[config.mk]
export PLATFORM = sky130hd
export DESIGN_NAME = fire_trigger_conditioner
export DESIGN_NICKNAME = d
export VERILOG_FILES = /design/src/rtl/fire_trigger_conditioner.sv
export SDC_FILE = /design/constraint.sdc
export NUM_CORES = 1
export LEC_CHECK = 0
export BUFFER_PORTS_ARGS = -buffer_cell sky130_fd_sc_hd__clkbuf_2
export CAP_MARGIN = 20
export CORE_ASPECT_RATIO = 0.7
export CORE_UTILIZATION = 45
export CTS_CLUSTER_SIZE = 12
export DETAILED_ROUTE_END_ITERATION = 8
export MAX_ROUTING_LAYER = met4
export SETUP_SLACK_MARGIN = 0.2
export SYNTH_ARGS = -nofsm -noshare
export SYNTH_HDL_FRONTEND = slang
export SYNTH_SLANG_ARGS = --single-unit
[constraint.sdc]
create_clock -name clock -period 7.75 [get_ports clock]
set_clock_uncertainty 0.05 [all_clocks]
set_input_delay 0.775 -clock clock [delete_from_list [all_inputs] [get_ports clock]]
set_output_delay 0.775 -clock clock [all_outputs]
set_load 0.01 [all_outputs]
[src/rtl/fire_trigger_conditioner.sv]
// Turns bouncy active-low fire/reload buttons into clean, ammo-gated, rate-limited active-low fire pulses.
// Latency: fire_n falls one cycle after the debounced press strobe. Presses arriving while busy are dropped.
module fire_trigger_conditioner #(
   parameter int unsigned DEBOUNCE_CYCLES = 250000,
   parameter int unsigned PULSE_CYCLES    = 16,
   parameter int unsigned GAP_CYCLES      = 200000000,
   parameter int unsigned AMMO_MAX        = 8,
   parameter int unsigned RELOAD_CYCLES   = 150000000
) (
   input  logic       clock,
   input  logic       reset,
   input  logic       button_n,
   input  logic       reload_n,
   output logic       fire_n,
   output logic [3:0] ammo,
   output logic       busy,
   output logic       empty
);

   localparam logic [31:0] DEB_LAST   = 32'(DEBOUNCE_CYCLES - 1);
   localparam logic [31:0] PULSE_LAST = 32'(PULSE_CYCLES - 1);
   localparam logic [31:0] GAP_LAST   = 32'(GAP_CYCLES - 1);
   localparam logic [31:0] REL_LAST   = 32'(RELOAD_CYCLES - 1);
   localparam logic [3:0]  AMMO_FULL  = 4'(AMMO_MAX);

   typedef enum logic [1:0] {IDLE, FIRE, GAP, RELOAD} state_t;

   state_t      state_q, state_d;
   logic [1:0]  btn_sync_q, rld_sync_q;
   logic        btn_db_q, btn_db_d, btn_prev_q;
   logic        rld_db_q, rld_db_d, rld_prev_q;
   logic [31:0] btn_deb_q, btn_deb_d, rld_deb_q, rld_deb_d;
   logic [31:0] tmr_q, tmr_d, rel_q, rel_d;
   logic [3:0]  ammo_q, ammo_d;
   logic        fire_n_q, fire_n_d;
   logic        busy_q, empty_q;
   logic        fire_press, reload_press;

   // A level only flips after DEBOUNCE_CYCLES consecutive disagreeing samples.
   always_comb begin
      btn_db_d  = btn_db_q;
      btn_deb_d = '0;
      if (btn_sync_q[1] != btn_db_q) begin
         if (btn_deb_q == DEB_LAST) btn_db_d = btn_sync_q[1];
         else                       btn_deb_d = btn_deb_q + 32'd1;
      end
      rld_db_d  = rld_db_q;
      rld_deb_d = '0;
      if (rld_sync_q[1] != rld_db_q) begin
         if (rld_deb_q == DEB_LAST) rld_db_d = rld_sync_q[1];
         else                       rld_deb_d = rld_deb_q + 32'd1;
      end
   end

   assign fire_press   = btn_prev_q & ~btn_db_q;
   assign reload_press = rld_prev_q & ~rld_db_q;

   always_comb begin
      state_d  = state_q;
      ammo_d   = ammo_q;
      fire_n_d = 1'b1;
      tmr_d    = tmr_q;
      rel_d    = rel_q;
      case (state_q)
         IDLE: begin
            if (fire_press && ammo_q != 4'd0) begin
               state_d  = FIRE;
               ammo_d   = ammo_q - 4'd1;
               tmr_d    = '0;
               fire_n_d = 1'b0;
            end else if (reload_press && ammo_q != AMMO_FULL) begin
               state_d = RELOAD;
               rel_d   = '0;
            end
         end
         FIRE: begin
            tmr_d = tmr_q + 32'd1;
            if (tmr_q == PULSE_LAST) state_d = (tmr_q == GAP_LAST) ? IDLE : GAP;
            else                     fire_n_d = 1'b0;
         end
         GAP: begin
            tmr_d = tmr_q + 32'd1;
            if (tmr_q == GAP_LAST) state_d = IDLE;
         end
         RELOAD: begin
            rel_d = rel_q + 32'd1;
            if (rel_q == REL_LAST) begin
               state_d = IDLE;
               ammo_d  = AMMO_FULL;
            end
         end
         default: state_d = IDLE;
      endcase
   end

   always_ff @(posedge clock) begin
      if (reset) begin
         state_q    <= IDLE;
         btn_sync_q <= 2'b11;
         rld_sync_q <= 2'b11;
         btn_db_q   <= 1'b1;
         btn_prev_q <= 1'b1;
         rld_db_q   <= 1'b1;
         rld_prev_q <= 1'b1;
         btn_deb_q  <= '0;
         rld_deb_q  <= '0;
         tmr_q      <= '0;
         rel_q      <= '0;
         ammo_q     <= AMMO_FULL;
         fire_n_q   <= 1'b1;
         busy_q     <= 1'b0;
         empty_q    <= 1'b0;
      end else begin
         state_q    <= state_d;
         btn_sync_q <= {btn_sync_q[0], button_n};
         rld_sync_q <= {rld_sync_q[0], reload_n};
         btn_db_q   <= btn_db_d;
         btn_prev_q <= btn_db_q;
         rld_db_q   <= rld_db_d;
         rld_prev_q <= rld_db_q;
         btn_deb_q  <= btn_deb_d;
         rld_deb_q  <= rld_deb_d;
         tmr_q      <= tmr_d;
         rel_q      <= rel_d;
         ammo_q     <= ammo_d;
         fire_n_q   <= fire_n_d;
         busy_q     <= (state_d != IDLE);
         empty_q    <= (ammo_d == 4'd0);
      end
   end

   assign fire_n = fire_n_q;
   assign ammo   = ammo_q;
   assign busy   = busy_q;
   assign empty  = empty_q;

endmodule

### Word-level counts from Yosys, hierarchy flattened

Cells that the tools add are included.

* bits in registers: 145
* input bits: 4
* output and inout bits: 7
* logic and storage cells: 73

* $add $sub $neg: 5
* equal/unequal tests: 14
* mux-type cells: 18
* bitwise logic cells: 6
* reductions and logical operators: 15

Operators with widths (number)
* adder 32 x 1 -> 32 bit (second input constant): 4
* case mux 32 bit (2 select lines): 2
* two-way mux 32 bit: 3
* == test 32 x 18 -> 1 bit (second input constant): 2
* == test 32 x 28 -> 1 bit (second input constant): 2
* == test 32 x 4 -> 1 bit (second input constant): 1
* two-way mux 2 bit: 6
* two-way mux 4 bit: 2
* case mux 2 bit (4 select lines): 1
* case mux 4 bit (2 select lines): 1
* != test 2 bit (second input constant): 3
* AND reduction 2 bit: 3
* nonzero test 2 bit: 3
* OR reduction 3 bit: 2
* == test 2 bit (second input constant): 2
* zero test 4 bit: 1
* != test 4 bit (second input constant): 1
* NOT 1 bit: 4
* nonzero test 4 bit: 1
* subtractor 4 x 1 -> 4 bit (second input constant): 1
* AND reduction 3 bit: 1
* AND 1 bit: 2
* == test 2 x 1 -> 1 bit (second input constant): 1
* logical AND 1 bit: 2
* other kinds (5): 7

### Longest topological paths before layout

Gate-level depths: netlist of the first run.

* depth after elaboration: 7
* gate-level depth with buffers: 10
* gate-level depth less buffers: 7

### Worst setup path before layout of the first run

No wires, ideal clock.

* path type: reg-to-reg
* start point: reg state_q[1]
* end point: reg tmr_q[25]
* library setup time: 0.070 ns
* data arrival time: 2.446 ns
* required time: 7.630 ns
* setup slack: 5.183 ns
* cell stages (with the launch flop): 10
* path buffers: 2
* clock period less this slack: 2.567 ns
* path through: dfxtp_1 -> inv_1 -> ha_1 -> buf_2 -> nor2b_1 -> a31oi_4 -> or4_1 -> clkbuf_1 -> or4_1 -> a21oi_1

* word-level cells in the longest chain between the ends: 4
* elaborated cells between the ends (all ways): 8
* classes of those cells: eq/ne (3); mux (1); reduce/logical (4)

Ends and longest elaborated chain
* from (decl): RTL line 28 `state_t state_q, state_d;`
* from (signal assigned): RTL line 114 `state_q <= state_d;`
* == test 2 bit / == test 2 x 1 -> 1 bit (equally long branches): RTL line 64 `case (state_q)`
* OR reduction 2 bit (no source line)
* nonzero test 2 bit (no source line)
* AND reduction 2 bit (no source line)
* to (signal assigned): RTL line 123 `tmr_q <= tmr_d;`
* to (decl): RTL line 33 `logic [31:0] tmr_q, tmr_d, rel_q, rel_d;`

Several ways; a longest one is shown, not always the timed one.
A chain may end at the register's enable or synchronous reset.

### Worst setup path after layout of the first run

Ends and elaborated chain as after synthesis.

==> results of run 1 <==
[metal layers]
metal  global-route usage, %  share of wire [%]  vias to the layer above  routed length, um
met1                   28.73                 52                     2875               8235
met2                   30.71                 43                       87               6769
met5                       -                  0                        -                  0
li1                        -                  -                     3027                  -
met4                   7.143                1.4                        0                220
met3                   4.406                3.2                       19                501
[cell usage after synthesis, types with 5 or more instances]
cell type | instances | area (um2)
sky130_fd_sc_hd__xor2_1 | 14 | 122.6
sky130_fd_sc_hd__nor2_1 | 106 | 397.9
sky130_fd_sc_hd__dfxtp_1 | 145 | 2903
sky130_fd_sc_hd__inv_1 | 26 | 97.59
sky130_fd_sc_hd__or2_2 | 8 | 50.05
sky130_fd_sc_hd__clkbuf_1 | 32 | 120.1
sky130_fd_sc_hd__a21oi_1 | 42 | 210.2
sky130_fd_sc_hd__and2_1 | 6 | 37.54
sky130_fd_sc_hd__o21ai_0 | 27 | 135.1
sky130_fd_sc_hd__and4_1 | 14 | 122.6
sky130_fd_sc_hd__nand4_1 | 23 | 143.9
sky130_fd_sc_hd__xnor2_1 | 71 | 621.9
sky130_fd_sc_hd__or3_1 | 22 | 137.6
sky130_fd_sc_hd__or4_1 | 22 | 165.2
sky130_fd_sc_hd__nand2b_1 | 5 | 31.28
sky130_fd_sc_hd__o31ai_1 | 14 | 105.1
sky130_fd_sc_hd__nor4b_1 | 8 | 70.07
sky130_fd_sc_hd__and3_1 | 20 | 125.1
sky130_fd_sc_hd__a211oi_1 | 10 | 75.07
sky130_fd_sc_hd__nand2_1 | 62 | 232.7
sky130_fd_sc_hd__nor3_1 | 27 | 135.1
sky130_fd_sc_hd__nand3_1 | 43 | 215.2
sky130_fd_sc_hd__nor4_1 | 27 | 168.9
sky130_fd_sc_hd__ha_1 | 9 | 112.6
[power by group]
part / internal, uW / switching [uW]
logic: 3.90 / 11.2
clock network: 528 / 354
registers: 746 / 0.660
[kinds of logic (layout without fill, tap and decap cells)]
group / count (synthesis) / in the layout
AOI/OAI and AO/OA: 126 / 126
xor gates and xnor gates: 85 / 85
adders and majority gates: 9 / 9
buffers and inverters: 65 / 71
DFF: 145 / 145
muxes: 4 / 4
and+or+nand+nor: 413 / 413
[flip-flops by register name (all words and copies together), names as in the netlist]
name / count
ammo: 4
rld_sync_q: 2
btn_db_q: 1
rld_deb_q: 32
fire_n: 1
state_q: 2
empty: 1
btn_deb_q: 32
btn_prev_q: 1
rld_db_q: 1
rel_q: 32
rld_prev_q: 1
busy: 1
btn_sync_q: 2
tmr_q: 32
[worst reg2reg max path: stages (launching register included)]
cell and delay, ns:
sky130_fd_sc_hd__dfxtp_1 0.44, sky130_fd_sc_hd__inv_1 0.13, sky130_fd_sc_hd__ha_1 0.69, sky130_fd_sc_hd__nor2b_1 0.29, sky130_fd_sc_hd__a31oi_4 0.12, sky130_fd_sc_hd__or4_1 0.85
sky130_fd_sc_hd__or4_1 0.55, sky130_fd_sc_hd__a21oi_1 0.15
[area by class of cell]
cell class | instances | area share (%)
inverter | 26 | 1.236
clock buffer | 18 | 5.560
timing repair buffer | 13 | 1.426
tap | 195 | 3.089
multi-input combinational | 637 | 49.53
sequential | 145 | 36.75
clock inverter | 14 | 2.408
[path summary, 6_finish.rpt]
path / from / endpoint / slack (ns) / cells after the start
max: state_q[1]$_SDFF_PP0_ / tmr_q[25]$_SDFFE_PP0P_ / 4.40 / 7
min: rld_sync_q[0]$_SDFF_PP1_ / rld_sync_q[1]$_SDFF_PP1_ / 0.38 / 1
max reg2reg: state_q[1]$_SDFF_PP0_ / tmr_q[25]$_SDFFE_PP0P_ / 4.40 / 7
min reg2reg: rld_sync_q[0]$_SDFF_PP1_ / rld_sync_q[1]$_SDFF_PP1_ / 0.38 / 1
[per-stage QoR]
stage          utilization (%)  std cells  worst slack (ns)
2_1_floorplan                -        847             5.183
3_3_place_gp             48.10       1014             4.534
3_5_place_dp             48.10       1014             4.430
4_1_cts                  52.29       1046             4.412
5_1_grt                  52.66       1048             4.114
6_report                 52.66       1048             4.402
==> impl_table.tex, run 1 <==
\begin{tabular}{lr}
\hline
Metric & Value \\
\hline
\multicolumn{2}{l}{\textbf{CTS}} \\
Total CTS buffers & 17 \\
Clock tree from TritonCTS & done \\
Buffers from clock root to sink, at most & 2 \\
Post-CTS Repair Setup Buffers & 0 \\
Post-CTS Resized & 0 \\
CTS H-tree depth & 4 \\
Hold-fix buffers, CTS & 0 \\
Cell chosen for the clock root & sky130\_fd\_sc\_hd\_\_clkbuf\_16 \\
Count of clock tree sinks & 145 \\
Clock transition time at the flip-flop clock pins of the worst setup and hold paths & 0.06 ns \\
Clock latency on the worst-skew pair & 0.43 ns \\
\multicolumn{2}{l}{\textbf{Drt}} \\
WL per Instance & 15.01 um \\
First-pass detailed-route iteration total & 5 \\
Iter 0 DRT Violations & 354 \\
WL final & 15.73 mm \\
Via density per instance & 5.733 \\
Via total after detailed routing & 6008 \\
Number of DRC violations after detailed routing & 0 \\
Number of nets with antenna violations after detailed routing & 0 \\
\multicolumn{2}{l}{\textbf{Timing}} \\
Worst rel slew slack & 30.95\% \\
Setup repair after global routing missed its margin & false \\
Final setup fails & 0 \\
Fin Setup TNS & 0 ns \\
Peak Freq & 298.7 MHz \\
Final Max Tran Viols & 0 \\
Slew at the pin with the worst max-slew slack & 1.036 ns \\
Period utilisation layout & 43.21\% \\
Final hold vios & 0 \\
Final hold slack & 0.3785 ns \\
Final critical-path required period & 3.348 ns \\
\multicolumn{2}{l}{\textbf{Synth}} \\
XOR/XNOR Fraction of Synth Area & 10.52\% \\
Number of enable-type register cells in the synthesized netlist & 0 \\
Adder and majority cell fraction of the synthesized area & 1.592\% \\
Total of flip-flops plus latches after synthesis & 145 \\
Area share of and/or/nand/nor cells after synthesis & 31.06\% \\
Post-synth net total & 860 \\
Share of synthesized area occupied by flip-flops and latches & 41.03\% \\
Netlist Area Pre-Place & 7074 um2 \\
Number of unique standard cell types used by synthesis & 59 \\
Prevailing post-synth register cell & sky130\_fd\_sc\_hd\_\_dfxtp\_1 \\
Number of standard cells after synthesis & 847 \\
Synthesis warning total & 0 \\
Mean post-synth cell area & 8.352 um2 \\
Compound-gate portion of the synthesized area & 11.57\% \\
Mux cell area share after synthesis & 0.5660\% \\
Share of flip-flops with an asynchronous set or reset & 0\% \\
Main combinational cell family by area after synthesis & simple AND/OR/NAND/NOR gates \\
\multicolumn{2}{l}{\textbf{Worst setup path}} \\
Cell with the most instances on the worst path & sky130\_fd\_sc\_hd\_\_or4\_1 \\
Category of the most critical setup path & flop to flop \\
Arrival time worst endpoint & 3.64 ns \\
Critical-path cell list & inv\_1 -> ha\_1 -> nor2b\_1 -> a31oi\_4 -> or4\_1 -> or4\_1 -> a21oi\_1 \\
Nature of the critical path startpoint & flop \\
Slowest cell delay on critical path & 0.85 ns \\
Cell type group with the largest total delay on the critical path & simple AND/OR/NAND/NOR gates \\
Worst Setup End Kind & flop \\
Number of buffers and inverters on the critical path & 1 \\
Worst-path cell with the longest stage delay & sky130\_fd\_sc\_hd\_\_or4\_1 \\
Worst path required time & 8.04 ns \\
Biggest fanout along the worst timing path & 19 \\
\multicolumn{2}{l}{\textbf{Placed design}} \\
Input/output buffers & 10 \\
Post-DP Area & 7214 um2 \\
Final Wtd Congestion & 0.8616 \\
Post-DP HPWL & 10.53 mm \\
\multicolumn{2}{l}{\textbf{Min path}} \\
Min-Delay Path Class & flop to flop \\
\multicolumn{2}{l}{\textbf{GRT}} \\
Residual overflow from global routing & 0 \\
Wire length of the first global-routing pass & 27.05 mm \\
Overall routing resource usage & 21.00\% \\
Antenna violations before repair & 0 \\
Maximum number of pins on one net before global-route repair & 33 \\
Vias in the first global route & 5504 \\
\multicolumn{2}{l}{\textbf{Die}} \\
Starting density of the core & 47.16\% \\
Floorplan die width & 151.9 um \\
Standard cell core area & 15000 um2 \\
Area of the die & 16230 um2 \\
Height of the die & 106.9 um \\
Placement row count & 37 \\
Top Ports & 11 \\
\multicolumn{2}{l}{\textbf{Cells and area}} \\
Antenna diode count & 0 \\
Layout-stage area growth over the synthesis result & 11.66\% \\
Share of final-layout standard cells stronger than drive strength 1 & 7.034\% \\
Register Area & 2903 um2 \\
Multi-input logic area & 3913 um2 \\
Final layout net count & 853 \\
Fill cell instance count of the final layout & 1408 \\
Most frequent standard cell in the layout excluding fill and tap cells & sky130\_fd\_sc\_hd\_\_dfxtp\_1 \\
Commonest cells after routing, fill and taps aside & sky130\_fd\_sc\_hd\_\_dfxtp\_1, sky130\_fd\_sc\_hd\_\_nor2\_1, sky130\_fd\_sc\_hd\_\_xnor2\_1 \\
Final design instance area without fill & 7899 um2 \\
\multicolumn{2}{l}{\textbf{Pwr}} \\
Worst-case vdd ir drop & 122.4 uV \\
P\_leak & 0.002383 uW \\
Total power & 1644 uW \\
Ratio of total power to cell area & 208.2 nW/um2 \\
\multicolumn{2}{l}{\textbf{Run status}} \\
Status & finished, final reports clean \\
\multicolumn{2}{l}{\textbf{Run}} \\
Maxcap violations & 0 \\
\hline
\end{tabular}
Power figures use the tool's default switching activity.
==> run 2: changes to the inputs <==
clock period = 2.7 ns   (was 7.75 ns; I/O delays follow)
==> run 2 against run 1 <==
Against the previous run:
- count of clock-buffer cells in the layout grew 1
- cell count grew 2.2%
- routed wire length grew 4.5%
- fmax grew 38%
- via count grew 2.7%
- worst hold slack lost 0.21 ns
- critical endpoint is now tmr_q[24]$_SDFFE_PP0P_
- highest routed layer unchanged
==> impl_table.tex, run 2 (synthesis gave the netlist of run 1 again) <==
\begin{tabular}{lr}
\hline
Metric & Value \\
\hline
\multicolumn{2}{l}{\textbf{Pwr}} \\
Fraction of power spent switching nets & 20.55\% \\
P\_leak & 0.002470 uW \\
Cell internal pwr & 3728 uW \\
Switching power total & 964.1 uW \\
Clock power frac & 53.3\% \\
Sequential cell fraction of total power & 45.7\% \\
Part of the total power dissipated in combinational logic & 1.0\% \\
Worst-case vdd ir drop & 406.8 uV \\
Total power & 4692 uW \\
Ratio of total power to cell area & 576.0 nW/um2 \\
\multicolumn{2}{l}{\textbf{Worst setup path}} \\
CP startpoint & state\_q[1]\$\_SDFF\_PP0\_ \\
Launch point of the worst reg-to-reg path & state\_q[1]\$\_SDFF\_PP0\_ \\
Arrival time worst endpoint & 2.75 ns \\
Biggest fanout along the worst timing path & 13 \\
Category of the most critical setup path & flop to flop \\
Worst Setup End Kind & flop \\
Nature of the critical path startpoint & flop \\
Worst path required time & 3.03 ns \\
\multicolumn{2}{l}{\textbf{GRT}} \\
Antenna violations before repair & 0 \\
Residual overflow from global routing & 0 \\
Overall routing resource usage & 21.16\% \\
Vias in the first global route & 5494 \\
Maximum number of pins on one net before global-route repair & 33 \\
GR Layer Usage met1 & 29.13\% \\
Met2 track demand over resource & 30.32\% \\
Wire length of the first global-routing pass & 26.95 mm \\
Busiest layer in global routing & met2 \\
Global Route met3 Usage & 4.608\% \\
\multicolumn{2}{l}{\textbf{Placed design}} \\
Post-DP HPWL & 10.92 mm \\
Input/output buffers & 10 \\
Final Wtd Congestion & 0.8481 \\
\multicolumn{2}{l}{\textbf{Min path}} \\
Hold wc startpoint & reset \\
Min-Delay Path Class & primary input to flop \\
\multicolumn{2}{l}{\textbf{Run status}} \\
Status & finished, final reports clean \\
\multicolumn{2}{l}{\textbf{Cells and area}} \\
Fill cell instance count of the final layout & 1401 \\
Final layout net count & 876 \\
Most frequent standard cell in the layout excluding fill and tap cells & sky130\_fd\_sc\_hd\_\_dfxtp\_1 \\
Antenna diode count & 0 \\
Layout-stage area growth over the synthesis result & 15.16\% \\
Share of final-layout standard cells stronger than drive strength 1 & 11.30\% \\
Multi-input logic area & 4021 um2 \\
Commonest cells after routing, fill and taps aside & sky130\_fd\_sc\_hd\_\_dfxtp\_1, sky130\_fd\_sc\_hd\_\_nor2\_1, sky130\_fd\_sc\_hd\_\_xnor2\_1 \\
Register Area & 2905 um2 \\
\multicolumn{2}{l}{\textbf{Drt}} \\
WL per Instance & 15.35 um \\
First-pass detailed-route iteration total & 5 \\
Via density per instance & 5.762 \\
Iter 0 DRT Violations & 515 \\
Number of nets with antenna violations after detailed routing & 0 \\
WL final & 16.44 mm \\
Number of DRC violations after detailed routing & 0 \\
Via total after detailed routing & 6171 \\
\multicolumn{2}{l}{\textbf{CTS}} \\
Clock latency on the worst-skew pair & 0.43 ns \\
CTS H-tree depth & 4 \\
Buffers from clock root to sink, at most & 2 \\
Total CTS buffers & 17 \\
Cell chosen for the clock root & sky130\_fd\_sc\_hd\_\_clkbuf\_16 \\
Clock transition time at the flip-flop clock pins of the worst setup and hold paths & 0.06 ns \\
Count of clock tree sinks & 145 \\
Clock tree from TritonCTS & done \\
\multicolumn{2}{l}{\textbf{Timing}} \\
Period utilisation layout & 89.79\% \\
Final Max Tran Viols & 0 \\
Worst rel slew slack & 61.17\% \\
Peak Freq & 412.5 MHz \\
Setup repair after global routing missed its margin & true \\
Fin Setup TNS & 0 ns \\
Final setup fails & 0 \\
Final hold vios & 0 \\
Slew at the pin with the worst max-slew slack & 0.5772 ns \\
Final critical-path required period & 2.424 ns \\
\multicolumn{2}{l}{\textbf{Die}} \\
Standard cell core area & 15000 um2 \\
Top Ports & 11 \\
Placement row count & 37 \\
Floorplan die width & 151.9 um \\
Starting density of the core & 47.16\% \\
Area of the die & 16230 um2 \\
Height of the die & 106.9 um \\
\multicolumn{2}{l}{\textbf{Run}} \\
Maxcap violations & 0 \\
\hline
\end{tabular}
-- run 2: changes by cell type in the layout (fill, tap and decap cells not counted), moves of 3 or more --
| cell | delta |
|---|---|
| sky130_fd_sc_hd__buf_4 | +20 |
| sky130_fd_sc_hd__inv_8 | -3 |
| sky130_fd_sc_hd__inv_6 | -6 |
| sky130_fd_sc_hd__clkinv_4 | +4 |
| sky130_fd_sc_hd__or4_4 | +4 |
| sky130_fd_sc_hd__or4_1 | -4 |
-- run 2: area by class of cell --
type | count | area share, %
multi-input cells | 639 | 49.36
flip-flops and latches | 145 | 35.66
clock buffers | 19 | 5.437
well taps | 195 | 2.995
repair buffers | 34 | 2.980
clock inverters | 13 | 2.288
inverters | 26 | 1.275
-- run 2: routing by layer --
layer,share of wire [%],up-vias
met1,52,2959
met2,43,103
li1,-,3093
met4,1.2,0
met3,3.4,16
met5,0,-
-- run 2: power groups by stage --
stage | Clock [uW] | Sequential [uW] | Combinational, uW
floorplan | 0 | 2190 | 29.5
global placement | 0 | 2190 | 44.0
detailed placement | 0 | 2190 | 45.3
CTS | 2550 | 2140 | 47.6
global route | 2650 | 2140 | 53.5
finish | 2500 | 2140 | 48.1
-- run 2: worst max-delay path: stages, from the launching register on --
cell and delay, ns:
sky130_fd_sc_hd__dfxtp_2 0.38, sky130_fd_sc_hd__inv_1 0.10, sky130_fd_sc_hd__ha_2 0.34, sky130_fd_sc_hd__buf_4 0.17
sky130_fd_sc_hd__buf_8 0.16, sky130_fd_sc_hd__clkinvlp_4 0.10, sky130_fd_sc_hd__and4_2 0.22, sky130_fd_sc_hd__or2_4 0.26
sky130_fd_sc_hd__or4_1 0.51, sky130_fd_sc_hd__nand2_1 0.08
-- run 2: path summary, 6_finish.rpt --
check / cells past startpoint / end / slack, ns
worst min-delay path: 2 / ammo[0]$_SDFF_PP0_ / 0.17
worst max-delay path: 9 / tmr_q[24]$_SDFFE_PP0P_ / 0.28
worst max register to register: 9 / tmr_q[24]$_SDFFE_PP0P_ / 0.28
worst min register to register: 1 / btn_sync_q[1]$_SDFF_PP1_ / 0.36
-- run 2: what timing repair did --
item / CTS / global route
hold buffers: 2 / 0
pin swaps: 1 / 3
setup endpoints to repair: 20 / 45
buffers inserted: 0 / 3
cloned: 0 / 2
resized for setup: 3 / 22
endpoints found under the hold margin: 2 / 0
-- run 2: through the flow --
step                hold WS [ns]  cell area [um2]  util (%)  std cells  setup WS (ns)
floorplan                 0.3238             7079         -        847         0.2089
global placement          0.3451             7355     49.03       1032         0.1657
detailed placement        0.3453             7355     49.03       1032        0.05369
CTS                       0.1618             8013     53.42       1066         0.1685
global route              0.1792             8147     54.31       1071         0.1730
finish                    0.1720             8147     54.31       1071         0.2758
